===== src/rtl/demux1x4_stream.sv =====
// demux1x4_stream: registered 1-to-4 stream demultiplexer.
// Each item goes to the channel named by its select code. Each channel has a
// single-entry holding register. Items whose select has bit 2 set are consumed
// and counted in a saturating drop counter.
//
// Handshake: a transfer happens on a rising clock edge where valid && ready.
// A producer holds valid and its payload steady until that edge. in_ready is
// computed from the select code and the destination channel's state only. It
// never looks at in_valid. out_valid[k] is a registered flag. out_data{k}
// changes only when channel k loads a new item.
//
// Channel k has two states, EMPTY and FULL, and out_valid[k] is that state.
module demux1x4_stream #(
    parameter int DW = 8,
    parameter int CW = 8
) (
    input  logic          clk,
    input  logic          rst_n,
    input  logic          in_valid,
    output logic          in_ready,
    input  logic [DW-1:0] in_data,
    input  logic [2:0]    sel,
    output logic [3:0]    out_valid,
    input  logic [3:0]    out_ready,
    output logic [DW-1:0] out_data0,
    output logic [DW-1:0] out_data1,
    output logic [DW-1:0] out_data2,
    output logic [DW-1:0] out_data3,
    output logic [CW-1:0] drop_cnt
);

    localparam logic [CW-1:0] DROP_MAX = '1;

    logic [DW-1:0] data_q [4];
    logic [3:0]    valid_q;
    logic [3:0]    valid_d;
    logic [3:0]    load;
    logic          in_fire;
    logic          drop_fire;

    // Acceptance: drops are always taken. A channel takes an item when it is
    // empty or is being drained on this same edge.
    always_comb begin
        in_ready = 1'b1;
        if (!sel[2]) begin
            in_ready = !valid_q[sel[1:0]] || out_ready[sel[1:0]];
        end
    end

    assign in_fire   = in_valid && in_ready;
    assign drop_fire = in_fire && sel[2];

    // Per-channel load strobes and next occupancy. A load wins over a drain
    // on the same edge, so a FULL channel stays FULL with the new item.
    always_comb begin
        load    = 4'b0000;
        valid_d = valid_q;
        for (int k = 0; k < 4; k++) begin
            load[k] = in_fire && !sel[2] && (sel[1:0] == 2'(k));
            if (load[k]) begin
                valid_d[k] = 1'b1;
            end else if (out_ready[k]) begin
                valid_d[k] = 1'b0;
            end
        end
    end

    // Channel state registers.
    always_ff @(posedge clk or negedge rst_n) begin
        if (!rst_n) begin
            valid_q <= 4'b0000;
        end else begin
            valid_q <= valid_d;
        end
    end

    // Payload holding registers. Each one loads only on a transfer into its own channel.
    always_ff @(posedge clk or negedge rst_n) begin
        if (!rst_n) begin
            for (int k = 0; k < 4; k++) begin
                data_q[k] <= '0;
            end
        end else begin
            for (int k = 0; k < 4; k++) begin
                if (load[k]) begin
                    data_q[k] <= in_data;
                end
            end
        end
    end

    // Saturating drop counter. It clears only on reset.
    always_ff @(posedge clk or negedge rst_n) begin
        if (!rst_n) begin
            drop_cnt <= '0;
        end else if (drop_fire && (drop_cnt != DROP_MAX)) begin
            drop_cnt <= drop_cnt + 1'b1;
        end
    end

    assign out_valid = valid_q;
    assign out_data0 = data_q[0];
    assign out_data1 = data_q[1];
    assign out_data2 = data_q[2];
    assign out_data3 = data_q[3];

endmodule


===== config.mk =====
export PLATFORM = sky130hd
export DESIGN_NAME = demux1x4_stream
export DESIGN_NICKNAME = d
export VERILOG_FILES = /design/src/rtl/demux1x4_stream.sv
export SDC_FILE = /design/constraint.sdc
export NUM_CORES = 1
export LEC_CHECK = 0
export ABC_AREA = 1
export CORE_ASPECT_RATIO = 0.75
export CORE_MARGIN = 3
export CORE_UTILIZATION = 30
export DETAILED_ROUTE_END_ITERATION = 7
export GPL_ROUTABILITY_DRIVEN = 0
export PLACE_DENSITY = 0.53
export SLEW_MARGIN = 20
export SYNTH_ARGS = -nofsm -noshare
export SYNTH_HDL_FRONTEND = slang
export SYNTH_SLANG_ARGS = --single-unit

===== constraint.sdc =====
create_clock -name clk -period 2.1 [get_ports clk]
set_input_delay 0.42 -clock clk [delete_from_list [all_inputs] [get_ports clk]]
set_output_delay 0.42 -clock clk [all_outputs]
set_load 0.02 [all_outputs]

# Word-level counts from Yosys, hierarchy flattened
# Index checks and enable logic that the tools add are counted.
# classes
add_sub_neg	1
magnitude_cmp	1
eq_ne	4
muxes	13
n_reduce_logical	16
# op_table
op	n
2-to-1 mux 1 bit	11
adder 8 x 1 -> 8 bit, second input constant	1
logical AND 1 bit	8
inequality test 8 bit, second input constant	1
nonzero test 2 bit	4
binary-select mux 1 bit (select 2 bit)	2
equality test 2 bit, second input constant	2
< comparator 2 x 3 -> 1 bit, second input constant	1
equality test 2 x 1 -> 1 bit, second input constant	1
zero test 1 bit	2
zero test 2 bit	1
logical OR 1 bit	1
# totals
ff_bits	44
in_bits	18

# Logic depth before layout (Yosys ltp)
# logic_depth
ltp_word	9
mapped_depth	11
depth_no_buf	10

# Least setup slack after synthesis
# No wires, ideal clock.
# synth_path
kind	input to output
from	input sel[0]
to	output in_ready
t_arrival_ns	1.106
required_ns	1.680
setup_slack_ns	0.574
stages	7
path_cell_list	buf_2 nand2_2 inv_2 nand2_2 nand2_2 nor2_2 nand3_1
# synth_via
elab_chain_cells	5
elab_cells_between_ends	7
cone_classes	mux (5); reduce/logical (2)
# synth_rtl
element	line_no	text
from (decl)	22	input logic [2:0] sel,
binary-select mux 1 bit (select 2 bit)	46	in_ready = !valid_q[sel[1:0]] || out_ready[sel[1:0]];
2-to-1 mux 1 bit (implied by the code)	46	
zero test 1 bit	46	
logical OR 1 bit (*)	46	
2-to-1 mux 1 bit (*)	45	if (!sel[2]) begin
to (decl)	20	output logic in_ready,
# Every way passes the cells marked *; elsewhere a longest branch is shown, timed or not. The select of a mux whose other input is x is not followed.

# Final worst setup path
# layout_path
from	input out_ready[1]
to	output in_ready
# layout_via
elab_chain_cells	4
# layout_rtl
element	line_no	text
from (decl)	24	input logic [3:0] out_ready,
binary-select mux 1 bit (select 2 bit)	46	
2-to-1 mux 1 bit (implied by the code)	46	
logical OR 1 bit	46	
2-to-1 mux 1 bit	45	
# Every way passes these cells. The select of a mux whose other input is x is not followed.

==> key figures <==
Critical path
  – Worst path bufs/invs: 2
  – Crit path kind: in -> out
  – R2r setup slk: around 0.50 ns
  – CP arrival: around 1.6 ns
  – FF-to-FF path depth: 6
  – R2R Path Start: drop_cnt[0]
  – Top Family by Delay on Critical Path: buffers and inverters
  – Critical path's slowest cell: clkdlybuf4s50_1
  – Worst EP required: 1.68 ns
  – Worst setup EP type: output pin
  – Max Fanout on Critical Path: 2
  – Crit path cell chain: clkdlybuf4s50_1, nand2_1, a21oi_1, nor2_2, nand3_1, dlygate4sd2_1
  – Reg-to-Reg End: drop_cnt[2]
  – CP Launch Type: input pin
  – CP max stage delay: 0.48 ns

GRT
  – Vias in the first global route: 1649
  – First-pass GRT wire length: 8220 microns
  – Largest net degree at the start of global routing: 45
  – Global route overflow: 0
  – GRT Resource Usage Total: 14.2%
  – Initial antenna violation count: 0

Power and ir drop
  – Max VDD drop: roughly 0.37 mV
  – Pwr/cell area: 1010 nW/um^2
  – Leak: 1.42 nW
  – Total power: about 2.9 mW

STA
  – Setup ws final: 0.0879 ns
  – Total negative slack: 0 ns
  – Slew @ Worst Pin: approximately 0.33 ns
  – Setup violators final: 0
  – Final hold viol count: 0
  – Final period utilization: 95.8%
  – Pins Over Slew Limit: 0
  – Min Tclk post-route: between 2 and 2.5 ns
  – RSZ-0062 raised after global routing: false
  – FMAX: 0.497 GHz
  – Skew final: 0.00773 ns
  – Relative slew slack: 77.7%

Floorplanning
  – Site Rows: 24
  – Core area: 6010 sq um
  – Die Y: between 70 and 80 microns
  – I/O pin cnt: 63
  – Initial Util: 32.1%
  – Die width: 98.6 microns
  – Die area: 7440 sq um

Clocking
  – Post_cts resized: 3
  – CTS max path bufs: 2
  – Clock Latency Late Sink: around 0.3 ns
  – Hold Buf Count CTS: 0
  – H-tree Lvls: 2
  – Post-CTS setup repair buffer count: 0
  – CTS tree: built
  – CTS clock-pin slew for the worst setup and hold paths: 0.08 ns
  – Sink Count: 44
  – Num CTS Buffers: 5
  – Clk root buf: clkbuf_8

Synth
  – Post-synthesis sequential area ratio: 57.1%
  – Top cell type by total area after synthesis: dfrtp_1
  – Cell Area, Synth: 1930 sq um
  – Flop and latch count out of synthesis: 44
  – Dominant cells by area after synthesis: dfrtp_1 57%, nand2_1 22%, inv_1 2.7%, nand4_2 2.6%, nor2_4 2.3%
  – Mean post-synth cell area: 8.76 sq um
  – Yosys top cell area share: 57.1%
  – Library cells used by synthesis: 22
  – Synth Net Count: 239
  – Synth warn: 0
  – Synth Instances: 220

Placement
  – Placed cell count: around 370
  – HPWL Detailed: roughly 3700 microns
  – Port Buffer Count: 62
  – Pre-CTS setup slack: -0.397 ns

Route
  – DR iter-0 viols: 65
  – DRC: 0
  – Vias: 1644
  – Final wirelength: 5020 microns
  – Pre-Repair DR Iteration Count: 4
  – DRT antenna net count: 0
  – Post-DR wirelength/cell: roughly 13 microns
  – Avg Vias per Cell: 4.33

Finish
  – Register area: 1100 sq um
  – Final std cells w/o fill: 380
  – Antenna cells: 0
  – Share of cells above drive strength 1: 13.2%
  – Net count, final: 320
  – Area of the multi-input gates: 757 sq um
  – Filler cell count: 583
  – Area delta synth->final: 48.7%

Run
  – Max-cap violation count: 0

Worst hold path
  – Worst Hold Class: in -> async

Run status
  – Outcome: finished clean
-- layout by cell type (no fill, tap or decap), drive strengths merged --
master | synthesis | routed
nand2 | 119 | 119
clkdlybuf4s50 | 0 | 58
dfrtp | 44 | 44
inv | 15 | 15
buf | 2 | 15
nor2 | 11 | 11
clkbuf | 0 | 8
o21ai | 6 | 6
xor2 | 5 | 5
nand4 | 5 | 5
nand3 | 4 | 4
xnor2 | 2 | 2
nor3 | 2 | 2
dlygate4sd2 | 0 | 2
a21oi | 1 | 1
clkinv | 1 | 1
o21bai | 1 | 1
nor3b | 1 | 1
ha | 1 | 1
bufinv | 0 | 1
-- synthesized netlist by cell type --
library cell / instances
a21oi_1: 1
nor2_1: 6
nor3_1: 2
nand3_1: 3
inv_1: 14
inv_2: 1
nor2_2: 1
buf_2: 2
nor2_4: 4
xnor2_1: 2
ha_1: 1
dfrtp_1: 44
nand4_1: 1
o21bai_2: 1
nand2_2: 4
nand2_1: 115
nor3b_1: 1
xor2_1: 5
clkinv_1: 1
nand4_2: 4
nand3_4: 1
o21ai_0: 6
-- worst max path at each step --
stage / endpoint / from / depth (start not counted) / slack, ns
after floorplan: in_ready / sel[0] / 7 / 0.57
after global placement: in_ready / sel[0] / 7 / -0.38
after detailed placement: in_ready / sel[0] / 7 / -0.40
after CTS: in_ready / out_ready[1] / 6 / 0.07
after global routing: in_ready / out_ready[1] / 6 / 0.01
final: in_ready / out_ready[1] / 6 / 0.09
-- state kept, by name (all words and copies together) (netlist names) --
| signal | flops |
|---|---|
| out_valid | 4 |
| out_data0 | 8 |
| drop_cnt | 8 |
| out_data1 | 8 |
| out_data2 | 8 |
| out_data3 | 8 |
-- worst register-to-register path: cells and delay by family (launching register included) --
| kind | cells | cell delay [ns] |
|---|---|---|
| xor gates and xnor gates | 1 | 0.15 |
| buffers and inverters | 1 | 0.17 |
| and+or+nand+nor | 2 | 0.26 |
| AOI/OAI and AO/OA | 1 | 0.35 |
| DFF | 1 | 0.41 |
| adders and majority gates | 1 | 0.19 |
-- area by class of cell --
| class | count | share of cell area [%] |
|---|---|---|
| clock buffer | 7 | 3.36 |
| multi-input combinational | 158 | 26.4 |
| clock inverter | 1 | 1.05 |
| tap | 78 | 3.40 |
| inverter | 16 | 2.09 |
| sequential | 44 | 38.4 |
| timing repair buffer | 76 | 25.3 |
-- cells by family (layout without fill, tap and decap cells) --
group | count (synthesis) | count (layout) | share of synthesized area [%]
simple gates | 142 | 142 | 33.0
flops | 44 | 44 | 57.1
xor+xnor | 7 | 7 | 3.18
compound gates | 8 | 8 | 2.40
fa+ha+maj | 1 | 1 | 0.649
buf+inv | 18 | 100 | 3.63
-- layer usage --
| layer | track usage, % | up-vias | part of all wire [%] |
|---|---|---|---|
| met1 | 21.7 | 748 | 52 |
| met2 | 18.7 | 52 | 40 |
| li1 | - | 840 | - |
| met3 | 4.85 | 4 | 7.8 |
| met4 | 4.55 | 0 | 0.72 |
| met5 | 0 | - | 0 |
-- where the power goes --
group	internal (mW)	total, mW	switching [mW]	leakage [nW]
clock	0.420	0.697	0.277	0.0645
sequential	1.04	1.19	0.150	0.554
combinational	0.490	1.02	0.528	0.801
total	1.95	2.91	0.955	1.42
-- through the flow --
stage	util [%]	area (sq um)	hold slack, ns
6_report	47.8	2870	0.0957
5_1_grt	47.8	2870	0.107
4_1_cts	47.8	2870	0.100
3_5_place_dp	45.8	2750	0.421
3_3_place_gp	45.8	2750	0.419
2_1_floorplan	-	1930	0.124
Power figures use the tool's default switching activity.
